File: src/rtl/sccb_pkg.sv
// SCCB init sequencer shared types and camera register constants.
package sccb_pkg;

  typedef enum logic [2:0] {
    S_BOOT,
    S_FETCH,
    S_ISSUE,
    S_WAIT,
    S_GAP,
    S_SETTLE,
    S_DONE,
    S_FAIL
  } sccb_state_t;

  localparam logic [7:0]  ENT_DELAY = 8'hFF;
  localparam logic [15:0] ENT_END   = 16'hFFFF;

  localparam logic [7:0] REG_CLKRC    = 8'h11;
  localparam logic [7:0] REG_COM7     = 8'h12;
  localparam logic [7:0] REG_HSTART   = 8'h17;
  localparam logic [7:0] REG_HSTOP    = 8'h18;
  localparam logic [7:0] REG_TSLB     = 8'h3A;
  localparam logic [7:0] REG_COM15    = 8'h40;
  localparam logic [7:0] REG_RGB444   = 8'h8C;

  localparam logic [7:0] COM7_RESET   = 8'h80;
  localparam logic [7:0] COM7_RGB     = 8'h04;
  localparam logic [7:0] COM15_RGB565 = 8'hD0;

endpackage

File: src/rtl/sccb_init_rom.sv
// Camera init table: index -> {reg, val}; delay and end entries use reg FF.
module sccb_init_rom
  import sccb_pkg::*;
#(
  parameter int IW = 6
)(
  input  logic [IW-1:0] idx,
  output logic [15:0]   ent
);

  logic [7:0] a;
  assign a = 8'(idx);

  always_comb begin
    unique case (a)
      8'd0:    ent = {REG_COM7, COM7_RESET};
      8'd1:    ent = {ENT_DELAY, 8'h20};
      8'd2:    ent = {REG_CLKRC, 8'h01};
      8'd3:    ent = {REG_COM7, COM7_RGB};
      8'd4:    ent = {REG_COM15, COM15_RGB565};
      8'd5:    ent = {REG_RGB444, 8'h00};
      8'd6:    ent = {REG_TSLB, 8'h04};
      8'd7:    ent = {ENT_DELAY, 8'h00};
      8'd8:    ent = {REG_HSTART, 8'h13};
      8'd9:    ent = {REG_HSTOP, 8'h01};
      default: ent = ENT_END;
    endcase
  end

endmodule

File: src/rtl/sccb_init_sequencer.sv
// Walks the init ROM and issues one SCCB write per entry via i2c_control,
// with boot hold-off, inter-write gaps, table delays and NACK retries.
module sccb_init_sequencer
  import sccb_pkg::*;
#(
  parameter logic [7:0]  DEV_ADDR    = 8'h42,
  parameter int          NUM_ENTRIES = 64,
  parameter logic [23:0] BOOT_WAIT   = 24'd1_000_000,
  parameter logic [15:0] GAP_CYCLES  = 16'd2000,
  parameter logic [15:0] DELAY_UNIT  = 16'd50_000,
  parameter int          MAX_RETRY   = 3,
  localparam int         IW          = $clog2(NUM_ENTRIES)
)(
  input  logic          clk,
  input  logic          res,
  input  logic          start,
  output logic          i2c_req,
  output logic [7:0]    i2c_dev,
  output logic [7:0]    i2c_reg,
  output logic [7:0]    i2c_data,
  input  logic          i2c_done,
  input  logic          i2c_nack,
  output logic          cfg_busy,
  output logic          cfg_done,
  output logic          cfg_error,
  output logic [IW-1:0] cfg_index
);

  localparam int          RW   = $clog2(MAX_RETRY + 2);
  localparam logic [RW-1:0] MR = RW'(MAX_RETRY);
  localparam logic [IW-1:0] LAST = IW'(NUM_ENTRIES - 1);

  sccb_state_t   state;
  logic [23:0]   cnt;
  logic [7:0]    dval;
  logic [RW-1:0] retry;
  logic          last;
  logic [15:0]   rom_q;
  logic [23:0]   delay_cyc;
  logic [23:0]   gap_end;

  sccb_init_rom #(.IW(IW)) u_rom (
    .idx (cfg_index),
    .ent (rom_q)
  );

  assign i2c_dev   = DEV_ADDR;
  assign delay_cyc = 24'(dval) * 24'(DELAY_UNIT);
  assign gap_end   = {8'd0, GAP_CYCLES};

  always_ff @(posedge clk or posedge res) begin
    if (res) begin
      state     <= S_BOOT;
      cnt       <= '0;
      dval      <= '0;
      retry     <= '0;
      last      <= 1'b0;
      i2c_req   <= 1'b0;
      i2c_reg   <= '0;
      i2c_data  <= '0;
      cfg_busy  <= 1'b1;
      cfg_done  <= 1'b0;
      cfg_error <= 1'b0;
      cfg_index <= '0;
    end else begin
      unique case (state)
        S_BOOT: begin
          if (cnt == BOOT_WAIT) begin
            cnt   <= '0;
            state <= S_FETCH;
          end else begin
            cnt <= cnt + 24'd1;
          end
        end
        S_FETCH: begin
          dval <= rom_q[7:0];
          cnt  <= '0;
          if (rom_q == ENT_END) begin
            state    <= S_DONE;
            cfg_busy <= 1'b0;
            cfg_done <= 1'b1;
          end else if (rom_q[15:8] == ENT_DELAY) begin
            state <= S_SETTLE;
          end else begin
            state    <= S_ISSUE;
            i2c_req  <= 1'b1;
            i2c_reg  <= rom_q[15:8];
            i2c_data <= rom_q[7:0];
          end
        end
        S_ISSUE: state <= S_WAIT;
        S_WAIT: begin
          if (i2c_done) begin
            i2c_req <= 1'b0;
            cnt     <= '0;
            if (!i2c_nack) begin
              retry <= '0;
              last  <= (cfg_index == LAST);
              state <= S_GAP;
              if (cfg_index != LAST)
                cfg_index <= cfg_index + IW'(1);
            end else if (retry != MR) begin
              retry <= retry + RW'(1);
              last  <= 1'b0;
              state <= S_GAP;
            end else begin
              state     <= S_FAIL;
              cfg_busy  <= 1'b0;
              cfg_error <= 1'b1;
            end
          end
        end
        S_GAP: begin
          if (cnt + 24'd1 >= gap_end) begin
            cnt <= '0;
            if (last) begin
              state    <= S_DONE;
              cfg_busy <= 1'b0;
              cfg_done <= 1'b1;
            end else begin
              state <= S_FETCH;
            end
          end else begin
            cnt <= cnt + 24'd1;
          end
        end
        // A zero delay still spends this one cycle here.
        S_SETTLE: begin
          if (cnt >= delay_cyc) begin
            cnt <= '0;
            if (cfg_index == LAST) begin
              state    <= S_DONE;
              cfg_busy <= 1'b0;
              cfg_done <= 1'b1;
            end else begin
              cfg_index <= cfg_index + IW'(1);
              state     <= S_FETCH;
            end
          end else begin
            cnt <= cnt + 24'd1;
          end
        end
        S_DONE, S_FAIL: begin
          if (start) begin
            state     <= S_FETCH;
            cfg_index <= '0;
            retry     <= '0;
            last      <= 1'b0;
            cfg_busy  <= 1'b1;
            cfg_done  <= 1'b0;
            cfg_error <= 1'b0;
          end
        end
        default: state <= S_BOOT;
      endcase
    end
  end

endmodule

File: config.mk
export PLATFORM = sky130hd
export DESIGN_NAME = sccb_init_sequencer
export DESIGN_NICKNAME = d
export VERILOG_FILES = /design/src/rtl/sccb_pkg.sv /design/src/rtl/sccb_init_rom.sv /design/src/rtl/sccb_init_sequencer.sv
export SDC_FILE = /design/constraint.sdc
export NUM_CORES = 1
export LEC_CHECK = 0
export ABC_CLOCK_PERIOD_IN_PS = 6700
export CAP_MARGIN = 15
export CORE_ASPECT_RATIO = 0.7
export CORE_UTILIZATION = 38
export DETAILED_ROUTE_END_ITERATION = 8
export HOLD_SLACK_MARGIN = 0.03
export PLACE_DENSITY = 0.56
export SYNTH_ARGS = -nofsm -noshare
export SYNTH_HDL_FRONTEND = slang
export SYNTH_SLANG_ARGS = --single-unit
File: constraint.sdc
create_clock -name clk -period 6.7 [get_ports clk]
set_clock_uncertainty 0.1 [all_clocks]
set_input_delay 0.67 -clock clk [delete_from_list [all_inputs] [get_ports clk]]
set_output_delay 0.67 -clock clk [all_outputs]
set_load 0.02 [all_outputs]
==> run metrics <==
worst min-delay path class=reg2reg; final instance area=slightly below 0.007 mm²; pre-CTS WS=0.4329 ns; Hold Fails Final Rpt=0; vias in the first global route=4771; Post-CTS Setup Bufs=0; post-synthesis area per instance=about 8.7 µm²; CTS Root Cell=clkbuf_16; Hold-fix buffers, CTS=0; DR pass1 iterations=5; slowest cell on the critical path=or4b_1; CTS Buffer Depth=2; Critical Path RT=~6.9 ns; Lkg Pwr=between 3 and 4 nW; initial antenna violation count=0; CTS clk-pin slew, worst paths=about 0.060 ns; core area=0.01550 mm²; Seq/Total Area, Yosys=0.2694; fin crit period=between 6 and 7 ns; hold slack=about 0.38 ns; outcome=finished, final reports clean; Power Dens Cells=roughly 530 mW/mm²; CP max stage delay=roughly 0.56 ns; DRC viols=0; Most Frequent Cell on Critical Path=ha_1; Area Overhead vs Synth=12.11%; Vias=between 5k and 6k; first-pass GRT wire length=between 20 and 30 mm; routability cong.=slightly below 0.9; Chip Height=about 110 µm; Startpoint Class=register; Ports=39; CP cell instances=ha_1 > ha_1 > inv_1 > fa_1 > inv_1 > fa_1 > ha_1 > a21o_1 > a21oi_1 > o21bai_1 > a21oi_1 > xor2_1 > ha_1 > nand4_1 > or4_1 > a311o_1 > a211o_1 > o21ba_2 > nand2b_1 > or4b_1 > o311ai_1; Clock Latency Late Sink=roughly 0.35 ns; Met2 Routed Length=6.194 mm; Metal-1 WL=between 8 and 9 mm; peak supply drop=roughly 0.27 mV; RSZ-0062 raised after global routing=no; CTS tree=built; Syn Std Cell Area=0.006043 mm²; CTS sink count=65; Async SR Flop Fraction=1.000; HPWL after DPL=12.04 mm; final setup vio count=0; Filler cells=roughly 1.5k; Top reg by flops=cnt; Starting Density=0.3899; Max Freq=between 0.15 and 0.2 GHz; # Max-Cap Violations=0; wire per inst=about 17 µm; largest net degree at the start of global routing=66; nets=810; FP Rows=38; die area=about 0.016 mm²; post-CTS sizing=0; Post-synth EDFFs=0; number of synthesized register bits=65; Vias/cell=approximately 5.8; FF+latch area=0.001628 mm²; max FFs per register=24; final WL=between 15 and 20 mm; footprint of the multi-input gates=~0.004 mm²; top layer in use=met4; met3 wire length=929 µm; Cell variety after synth=75; count of pins over their slew limit=0; Setup WS post-layout=between 0.4 and 0.5 ns; Worst setup EP type=register; Die Width=~150 µm; layout cells sized above 1=0.06872; Antenna Violating Nets Remaining=0; gr usage total=0.2023; synth warn=0; crit-path max FO=12; sum of negative setup slack=0 ns; normalized max-slew margin=0.2633; # port buffers=30; Overflow after GRT=0; First DRT Iteration DRCs=464; Setup Crit Path Kind=reg2reg; cts bufs inserted=9; crit path DAT=about 6.4 ns; Top FF cell, synth=dfrtp_1; # diodes=0; Mapped Cells=around 700; Post-DP Area=between 0.006 and 0.007 mm²; fin crit share=0.9359; Clock H-tree levels=3; Worst Tran Pin Value=between 1 and 1.5 ns
## worst max-delay path: cells and delay by family (launching register included)
family | cells | cell delay (ns)
AO/OA/AOI/OAI | 8 | 1.67
buffers and inverters | 2 | 0.11
XOR/XNOR | 1 | 0.09
adder cells (fa/ha/maj) | 6 | 2.25
AND/OR/NAND/NOR | 4 | 1.50
flip-flops | 1 | 0.43
## power breakdown
part | internal [mW] | switching [mW]
registers | 0.495 | 0.162
clock network | 0.336 | 0.197
logic | 1.02 | 1.39
## routing by layer
layer / track usage / up-vias
met5: 0 / -
met4: 0.04329 / 0
met3: 0.04066 / 10
met2: 0.2657 / 157
met1: 0.3259 / 2563
li1: - / 2557
## cells by family after synthesis
logic type,synth area share
adder cells (fa/ha/maj),0.2157
buffers and inverters,0.05694
AND/OR/NAND/NOR,0.2029
AO/OA/AOI/OAI,0.1880
multiplexers,0.03251
other,0.001243
flip-flops,0.2694
XOR/XNOR,0.03333
## stage by stage
step	power (mW)	utilization	std cells
5_1_grt	3.946	0.4371	913
2_1_floorplan	2.422	-	702
6_report	3.608	0.4371	913
3_3_place_gp	2.966	0.4158	897
3_5_place_dp	3.051	0.4158	897
4_1_cts	3.606	0.4371	913
## worst paths after layout
kind / from / to / cells after the start / slack [ns]
min reg2reg: i2c_reg[0] / i2c_reg[0] / 2 / 0.38
min in group asynchronous: res / i2c_reg[4] / 3 / 0.81
max: dval[2] / cfg_index[2] / 21 / 0.43
min: i2c_reg[0] / i2c_reg[0] / 2 / 0.38
max in group asynchronous: res / cnt[12] / 3 / 5.12
max reg2reg: dval[2] / cfg_index[2] / 21 / 0.43
## cell usage in the layout (no fill, tap or decap), types with 3 or more instances in the layout
cell and instances:
or4_4 3, fa_1 12, nand3_1 27, nor2_1 54
inv_1 37, o21ai_1 5, ha_1 85, clkdlybuf4s50_1 30
and3_1 11, nor2b_1 4, dfrtp_1 64, or4_1 7
or3_1 3, xor2_1 11, xnor2_1 12, o21ai_0 41
clkbuf_16 9, o41ai_1 3, a22o_1 7, clkinvlp_4 3
or2_2 7, nand2_1 58, nand4_1 10, nor3_1 22
a21oi_1 44, mux2i_1 11, nor4_1 10, conb_1 8
a32o_1 3, nand2b_1 8, o22ai_1 7, mux2_2 5
or4b_1 3, a31oi_1 10, a21o_1 15, buf_4 4
o31ai_1 4
## Yosys cell counts (all sizes together), types with 2 or more instances
cell type,number,area share
a22oi,2,0.0025
and3,11,0.011
inv,38,0.024
o22ai,8,0.0093
a221oi,2,0.0029
a32o,3,0.0050
xor2,11,0.016
nor4b,2,0.0029
o31a,2,0.0029
a21oi,44,0.036
nand4,10,0.010
o211ai,2,0.0025
or2,7,0.0072
nor3,22,0.018
xnor2,12,0.017
a211o,2,0.0029
nand3,29,0.026
o41ai,3,0.0043
nor2b,4,0.0041
mux2,7,0.014
o21ai,48,0.041
clkbuf,16,0.010
nor2,55,0.035
buf,23,0.023
or4,10,0.014
mux2i,11,0.018
o21bai,2,0.0025
or4b,3,0.0050
a31oi,10,0.010
a211oi,2,0.0025
conb,2,0.0012
nor4,11,0.014
nand2,59,0.038
dfrtp,64,0.27
and2,2,0.0021
a22o,7,0.010
a21o,15,0.019
o21a,2,0.0025
fa,12,0.040
ha,85,0.18
a2111oi,2,0.0029
or3,3,0.0031
nand2b,8,0.0083
o311ai,3,0.0043
o31ai,5,0.0070
## layout make-up
cell class | count | share of cell area
multi-input cells | 560 | 0.6042
flip-flops and latches | 65 | 0.2403
repair buffers | 34 | 0.04875
well taps | 200 | 0.03693
clock buffers | 10 | 0.03527
clock inverters | 6 | 0.01348
inverters | 38 | 0.02105
Note: power is estimated with default switching activity, not from simulation.
